**config.mk**
```make
export PLATFORM = sky130hd
export DESIGN_NAME = multi_pipe_tree
export DESIGN_NICKNAME = d
export VERILOG_FILES = /design/src/rtl/multi_pipe_pkg.sv /design/src/rtl/multi_pipe_level.sv /design/src/rtl/multi_pipe_tree.sv
export SDC_FILE = /design/constraint.sdc
export NUM_CORES = 1
export LEC_CHECK = 0
export BUFFER_PORTS_ARGS = -buffer_cell sky130_fd_sc_hd__buf_2
export CELL_PAD_IN_SITES_DETAIL_PLACEMENT = 1
export CELL_PAD_IN_SITES_GLOBAL_PLACEMENT = 2
export CORE_MARGIN = 2
export CORE_UTILIZATION = 30
export DETAILED_ROUTE_END_ITERATION = 7
export PLACE_DENSITY = 0.64
export SLEW_MARGIN = 0
export SYNTH_ARGS = -nofsm -noshare
export SYNTH_HDL_FRONTEND = slang
export SYNTH_SLANG_ARGS = --single-unit
```
**constraint.sdc**
```tcl
create_clock -name clk -period 4.5 [get_ports clk]
set_input_delay 0.9 -clock clk [delete_from_list [all_inputs] [get_ports clk]]
set_output_delay 0.9 -clock clk [all_outputs]
set_load 0.05 [all_outputs]
```
**src/rtl/multi_pipe_pkg.sv**
```systemverilog
// Shared types and helpers for the pipelined shift-and-add multiplier tree.
package multi_pipe_pkg;

  typedef enum logic {MUL_UNSIGNED, MUL_SIGNED} mul_mode_t;

  // Ceiling log2; clog2(1) = 0.
  function automatic int unsigned clog2(input int unsigned n);
    int unsigned r;
    r = 0;
    for (int unsigned i = 0; i < 32; i++) begin
      if ((64'd1 << i) < 64'(n)) r = i + 1;
    end
    return r;
  endfunction

endpackage

```
**src/rtl/multi_pipe_level.sv**
```systemverilog
// One adder-tree level: N operands in, N/2 registered pairwise sums out, with valid and tag.
module multi_pipe_level
  import multi_pipe_pkg::*;
#(
  parameter int unsigned N     = 2,
  parameter int unsigned PW    = 8,
  parameter int unsigned TAG_W = 4
) (
  input  logic                       clk,
  input  logic                       rst,
  input  logic                       adv,
  input  logic                       in_valid,
  input  logic [N-1:0][PW-1:0]       in_data,
  input  logic [TAG_W-1:0]           in_tag,
  output logic                       out_valid,
  output logic [N/2-1:0][PW-1:0]     out_data,
  output logic [TAG_W-1:0]           out_tag
);

  localparam int unsigned NO = N / 2;

  logic [NO-1:0][PW-1:0] sum;

  always_comb begin
    sum = '0;
    for (int unsigned j = 0; j < NO; j++) begin
      sum[j] = in_data[2*j] + in_data[2*j+1];
    end
  end

  // Data and tag hold on bubbles so the outputs only change when real work arrives.
  always_ff @(posedge clk or posedge rst) begin
    if (rst) begin
      out_valid <= 1'b0;
      out_data  <= '0;
      out_tag   <= '0;
    end else if (adv) begin
      out_valid <= in_valid;
      if (in_valid) begin
        out_data <= sum;
        out_tag  <= in_tag;
      end
    end
  end

endmodule

```
**src/rtl/multi_pipe_tree.sv**
```systemverilog
// Pipelined shift-and-add multiplier: partial products summed by a registered binary tree.
module multi_pipe_tree
  import multi_pipe_pkg::*;
#(
  parameter int unsigned WIDTH_A = 4,
  parameter int unsigned WIDTH_B = 4,
  parameter int unsigned TAG_W   = 4
) (
  input  logic                       clk,
  input  logic                       rst,
  input  logic                       in_valid,
  output logic                       in_ready,
  input  logic                       in_signed,
  input  logic [WIDTH_A-1:0]         mul_a,
  input  logic [WIDTH_B-1:0]         mul_b,
  input  logic [TAG_W-1:0]           in_tag,
  output logic                       out_valid,
  input  logic                       out_ready,
  output logic [WIDTH_A+WIDTH_B-1:0] mul_out,
  output logic [TAG_W-1:0]           out_tag
);

  localparam int unsigned PW  = WIDTH_A + WIDTH_B;
  localparam int unsigned LAT = clog2(WIDTH_A);
  localparam int unsigned NP  = 1 << LAT;

  mul_mode_t mode;
  logic [PW-1:0]          ext_b;
  logic [PW-1:0]          term;
  logic [NP-1:0][PW-1:0]  pp_bus;

  // Heap-ordered tree: leaves at [2NP-1:NP], node m sums children 2m and 2m+1, root is node 1.
  logic [2*NP-1:1][PW-1:0]   node;
  logic [LAT:0]              lvl_v;
  logic [LAT:0][TAG_W-1:0]   lvl_tag;
  logic [LAT+1:1]            adv;

  assign mode  = in_signed ? MUL_SIGNED : MUL_UNSIGNED;
  assign ext_b = {{WIDTH_A{(mode == MUL_SIGNED) & mul_b[WIDTH_B-1]}}, mul_b};

  always_comb begin
    pp_bus = '0;
    term   = '0;
    for (int unsigned i = 0; i < WIDTH_A; i++) begin
      term = mul_a[i] ? (ext_b << i) : '0;
      if (mode == MUL_SIGNED && i == WIDTH_A - 1) term = -term;
      pp_bus[i] = term;
    end
  end

  assign node[2*NP-1:NP] = pp_bus;
  assign lvl_v[0]        = in_valid;
  assign lvl_tag[0]      = in_tag;

  always_comb begin
    adv        = '0;
    adv[LAT+1] = out_ready;
    for (int unsigned k = LAT; k >= 1; k--) begin
      adv[k] = ~lvl_v[k] | adv[k+1];
    end
  end

  for (genvar k = 1; k <= LAT; k++) begin : g_lvl
    localparam int unsigned N_IN = NP >> (k - 1);
    multi_pipe_level #(
      .N     (N_IN),
      .PW    (PW),
      .TAG_W (TAG_W)
    ) u_lvl (
      .clk       (clk),
      .rst       (rst),
      .adv       (adv[k]),
      .in_valid  (lvl_v[k-1]),
      .in_data   (node[2*N_IN-1:N_IN]),
      .in_tag    (lvl_tag[k-1]),
      .out_valid (lvl_v[k]),
      .out_data  (node[N_IN-1:N_IN/2]),
      .out_tag   (lvl_tag[k])
    );
  end

  assign in_ready  = adv[1];
  assign out_valid = lvl_v[LAT];
  assign mul_out   = node[1];
  assign out_tag   = lvl_tag[LAT];

endmodule

```
After elaboration in Yosys (flattened, before gate mapping)
Cells that the tools add are included.
{ "totals": {"ff_bits": 34, "out_inout_bits": 14} }
{ "classes": {"addsub": 4, "muxes": 6, "bitwise": 5, "reduce_logical": 2} }
{ "ops": {"columns": ["cell", "n"], "rows": [
  ["two-way mux 8 bit", 5],
  ["adder 8 bit", 3],
  ["negation 8 bit", 1],
  ["AND reduction 2 bit", 2],
  ["inverter 1 bit", 2],
  ["OR 1 bit", 2],
  ["bitwise AND 1 bit", 1],
  ["two-way mux 1 bit", 1]
]} }

Depth between registers and ports, before layout
{ "logic_depth": {"word_depth": 6, "ltp_mapped": 11} }

Cells and area by module
A second synthesis with hierarchy kept.
{ "unflattened": {"hier_cells": 272, "hier_area_um2": 2563.7} }
{ "modules_own_cells": {"columns": ["module", "n_inst", "cells_each", "area_per_inst_um2", "seq_area_each_um2"], "rows": [
  ["multi_pipe_level (g_lvl[1].u_lvl)", 1, 155, 1519.0, 525.5],
  ["multi_pipe_level (g_lvl[2].u_lvl)", 1, 84, 842.1, 325.3],
  ["multi_pipe_tree", 1, 33, 202.7, 0.0]
]} }

Worst setup path after synthesis
OpenSTA, ideal clock, no wires.
{ "synth_path": {"path_kind": "input-to-reg", "from": "in mul_a[3]", "to": "reg g_lvl[1].u_lvl.out_data[15] in the netlist's numbering", "setup_ns": 0.123, "arrival_time_ns": 2.486, "required_ns": 4.377, "slack_ns": 1.891, "stages": 10, "cell_sequence": "and2_2 inv_1 ha_1 nand2_1 o21a_1 fa_1 nand2b_1 a21oi_1 and3_2 o31ai_2"} }
{ "synth_via": {"elab_chain_len": 4} }
{ "synth_rtl": {"columns": ["element", "line", "rtl"], "rows": [
  ["from (decl)", "multi_pipe_tree.sv:14", "input logic [WIDTH_A-1:0] mul_a,"],
  ["two-way mux 8 bit *", "multi_pipe_tree.sv:45", "term = mul_a[i] ? (ext_b << i) : '0;"],
  ["negation 8 bit", "multi_pipe_tree.sv:46", "if (mode == MUL_SIGNED && i == WIDTH_A - 1) term = -term;"],
  ["two-way mux 8 bit *", "multi_pipe_tree.sv:46", null],
  ["adder 8 bit *", "multi_pipe_level.sv:27", "sum[j] = in_data[2*j] + in_data[2*j+1];"],
  ["to (signal assigned)", "multi_pipe_level.sv:40", "out_data <= sum;"],
  ["to (decl)", "multi_pipe_level.sv:16", "output logic [N/2-1:0][PW-1:0] out_data,"]
]} }
Every way passes the cells marked *; elsewhere a longest branch is shown, timed or not.
A chain may end at the register's enable or synchronous reset.

Final worst setup path
Same ends and word-level chain as after synthesis.

==> metrics.yaml <==
status: "completed"
grt_use_total: 0.127
design_area_mm2: 0.00221
dieArea_mm2: 0.00690
dr_wl_met3_um: 143
hold_viol_final: 0
maxCapViolCount: 0
netlist-cell-type-count: 34
grt_pass1_vias: 1541
io_pins: 31
drive_above_1_share: 0.289
synthCells: 177
grt_overflow_total: 0
cts_max_level: 2
antenna_found_initial: 0
period_share: 0.578
worstSetupStartpointType: "input port"
fmaxAchievable_ghz: 0.384
syn_area_mm2: 0.00188
firstDrtPassIters: 2
dp_hpwl_mm: 3.16
clk_pin_slew_worst_paths_ns: 0.06
cts_buffers: 5
final_common_cell: "dfrtp_1"
numClockSinks: 32
fin_skew_ns: 0.00477
grt_max_degree: 33
min_from: "g_lvl[2].u_lvl.out_data[6]"
fin_nets: 245
synth_seq_cells: 32
min_to: "g_lvl[2].u_lvl.out_data[6]"
slew_violations: 0
arrival_ns: 2.73
start_util: 0.313
ys_seq_area_frac: 0.427
route.detailed.drc: 0
cts_tree: "yes"
wl_per_cell_um: 13.6
tightest_slew_ns: 0.979
worstReg2RegEnd: "g_lvl[1].u_lvl.out_tag[1]"
grt_pass1_wl_mm: 7.14
holdWs_ns: 0.481
cp.required_ns: 4.63
ir_drop_v: 0.000219
ff2ff_path_depth: 3
cts_root_buffer: "clkbuf_8"
rsz0062_at_grt: "false"
wl_met2_mm: 2.00
crit_type: "input port to flop"
p_leak_nw: 1.10
hold_class: "flop to flop"
synthesis.nets: 212
area_delta_synth_final_pct: 17.9
post-cts-setup-buffers: 0
vias: 1368
r2r-start: "g_lvl[1].u_lvl.out_valid"
period_minus_slack_ns: 2.60
antenna_cells: 0
maxSlewHeadroom: 0.346
highest_layer: "met4"
cts-resized-gates: 0
fill_cells: 684
via_per_inst: 4.78
avgSynthCellArea_um2: 10.6
ys_warn_count: 0
coreArea_mm2: 0.00599
r2r_slack_ns: 2.72
powerDensity_mw_per_mm2: 472
fin_setup_tns_ns: 0
hold_depth: 2
ant_nets: 0
detailed_place.area_mm2: 0.00210
crit_path_end_kind: "flop"
die_x_um: 83.1
wl_met1_mm: 1.69
path_max_fanout: 7
io_buffers: 30
cts_hold_buf: 0
drtIter0Drc: 29
rows: 28
clkLatencyLatePin_ns: 0.28
finalWirelength_mm: 3.90
dieHeight_um: 83.1
setup_viol: 0
place.gp.congestion: 0.790
final_cell_mix: "dfrtp_1 (32), buf_2 (30), nand2_1 (23), mux2_2 (15), ha_1 (15)"
clock_path_buffers: 2
[per-stage QoR]
stage | worst slack (ns) | std cells | utilization | power (W)
after floorplan | 1.89 | 177 | - | 0.000688
after detailed placement | 1.58 | 278 | 0.350 | 0.000787
after global routing | 1.76 | 286 | 0.369 | 0.00112
after global placement | 1.64 | 278 | 0.350 | 0.000772
final | 1.90 | 286 | 0.369 | 0.00104
after CTS | 1.88 | 286 | 0.369 | 0.00106
[state kept, by name (all words and copies together), names as in the netlist]
| signal | count |
|---|---|
| g_lvl.u_lvl.out_data | 22 |
| g_lvl.u_lvl.out_valid | 2 |
| g_lvl.u_lvl.out_tag | 8 |
[metal layers]
metal	up-vias	track usage
met4	0	0.0492
met3	6	0.0258
met1	654	0.151
met5	-	0
li1	678	-
met2	30	0.223
[critical path, cell delays in order]
cell and delay, ns:
buf_2 0.13, and2_2 0.16, inv_1 0.04, ha_1 0.26, nand2_1 0.05, o21a_1 0.14
fa_1 0.45, nand2b_1 0.16, a21oi_1 0.18, and3_2 0.21, o31ai_2 0.05
[kinds of logic (layout without fill, tap and decap cells)]
family / count (synthesis) / in the layout / share of synthesized area
AOI/OAI and AO/OA: 39 / 39 / 0.135
xor gates and xnor gates: 10 / 10 / 0.0467
adders and majority gates: 18 / 18 / 0.132
buffers and inverters: 11 / 45 / 0.0267
DFF: 32 / 32 / 0.427
muxes: 15 / 15 / 0.0901
and+or+nand+nor: 52 / 52 / 0.143
[power by group]
part	switching [W]	internal, W	total [W]
Clock	0.000108	0.000164	0.000271
Sequential	0.0000360	0.000355	0.000391
Combinational	0.000258	0.000124	0.000382
[synthesized netlist by cell type (all sizes together)]
cell type,number,area (um^2)
inv,6,22.5
o21a,1,7.51
o31ai,3,27.5
o211ai,3,27.5
nand2,24,92.6
and3,5,32.5
a31oi,1,6.26
buf,3,20.0
a211o,2,17.5
a21oi,9,48.8
o21ai,13,65.1
and2,11,71.3
xnor2,5,43.8
mux2,15,169
clkbuf,2,7.51
nand4,1,6.26
nand2b,4,25.0
ha,15,188
fa,3,60.1
xor2,5,43.8
a21boi,1,7.51
nor2,2,7.51
dfrtp,32,801
nand3b,1,7.51
a21o,6,45.0
or3,1,6.26
nor2b,3,18.8
[cell type report]
cell class                      count  area, um^2  area share
Clock inverter                      3        42.5      0.0192
Clock buffer                        5        68.8      0.0311
Timing Repair Buffer               31         158      0.0713
Inverter                            6        22.5      0.0102
Multi-Input combinational cell    134        1020       0.463
Sequential cell                    32         801       0.362
Tap cell                           75        93.8      0.0424
[worst max path at each step]
stage,startpoint,cells past startpoint,end
after global placement,mul_a[3],11,g_lvl[1].u_lvl.out_data[15]
after CTS,mul_a[3],11,g_lvl[1].u_lvl.out_data[15]
final,mul_a[3],11,g_lvl[1].u_lvl.out_data[15]
after detailed placement,mul_a[3],11,g_lvl[1].u_lvl.out_data[15]
after global routing,mul_a[3],12,g_lvl[1].u_lvl.out_data[14]
after floorplan,mul_a[3],10,g_lvl[1].u_lvl.out_data[15]
Note: power is estimated with default switching activity, not from simulation.
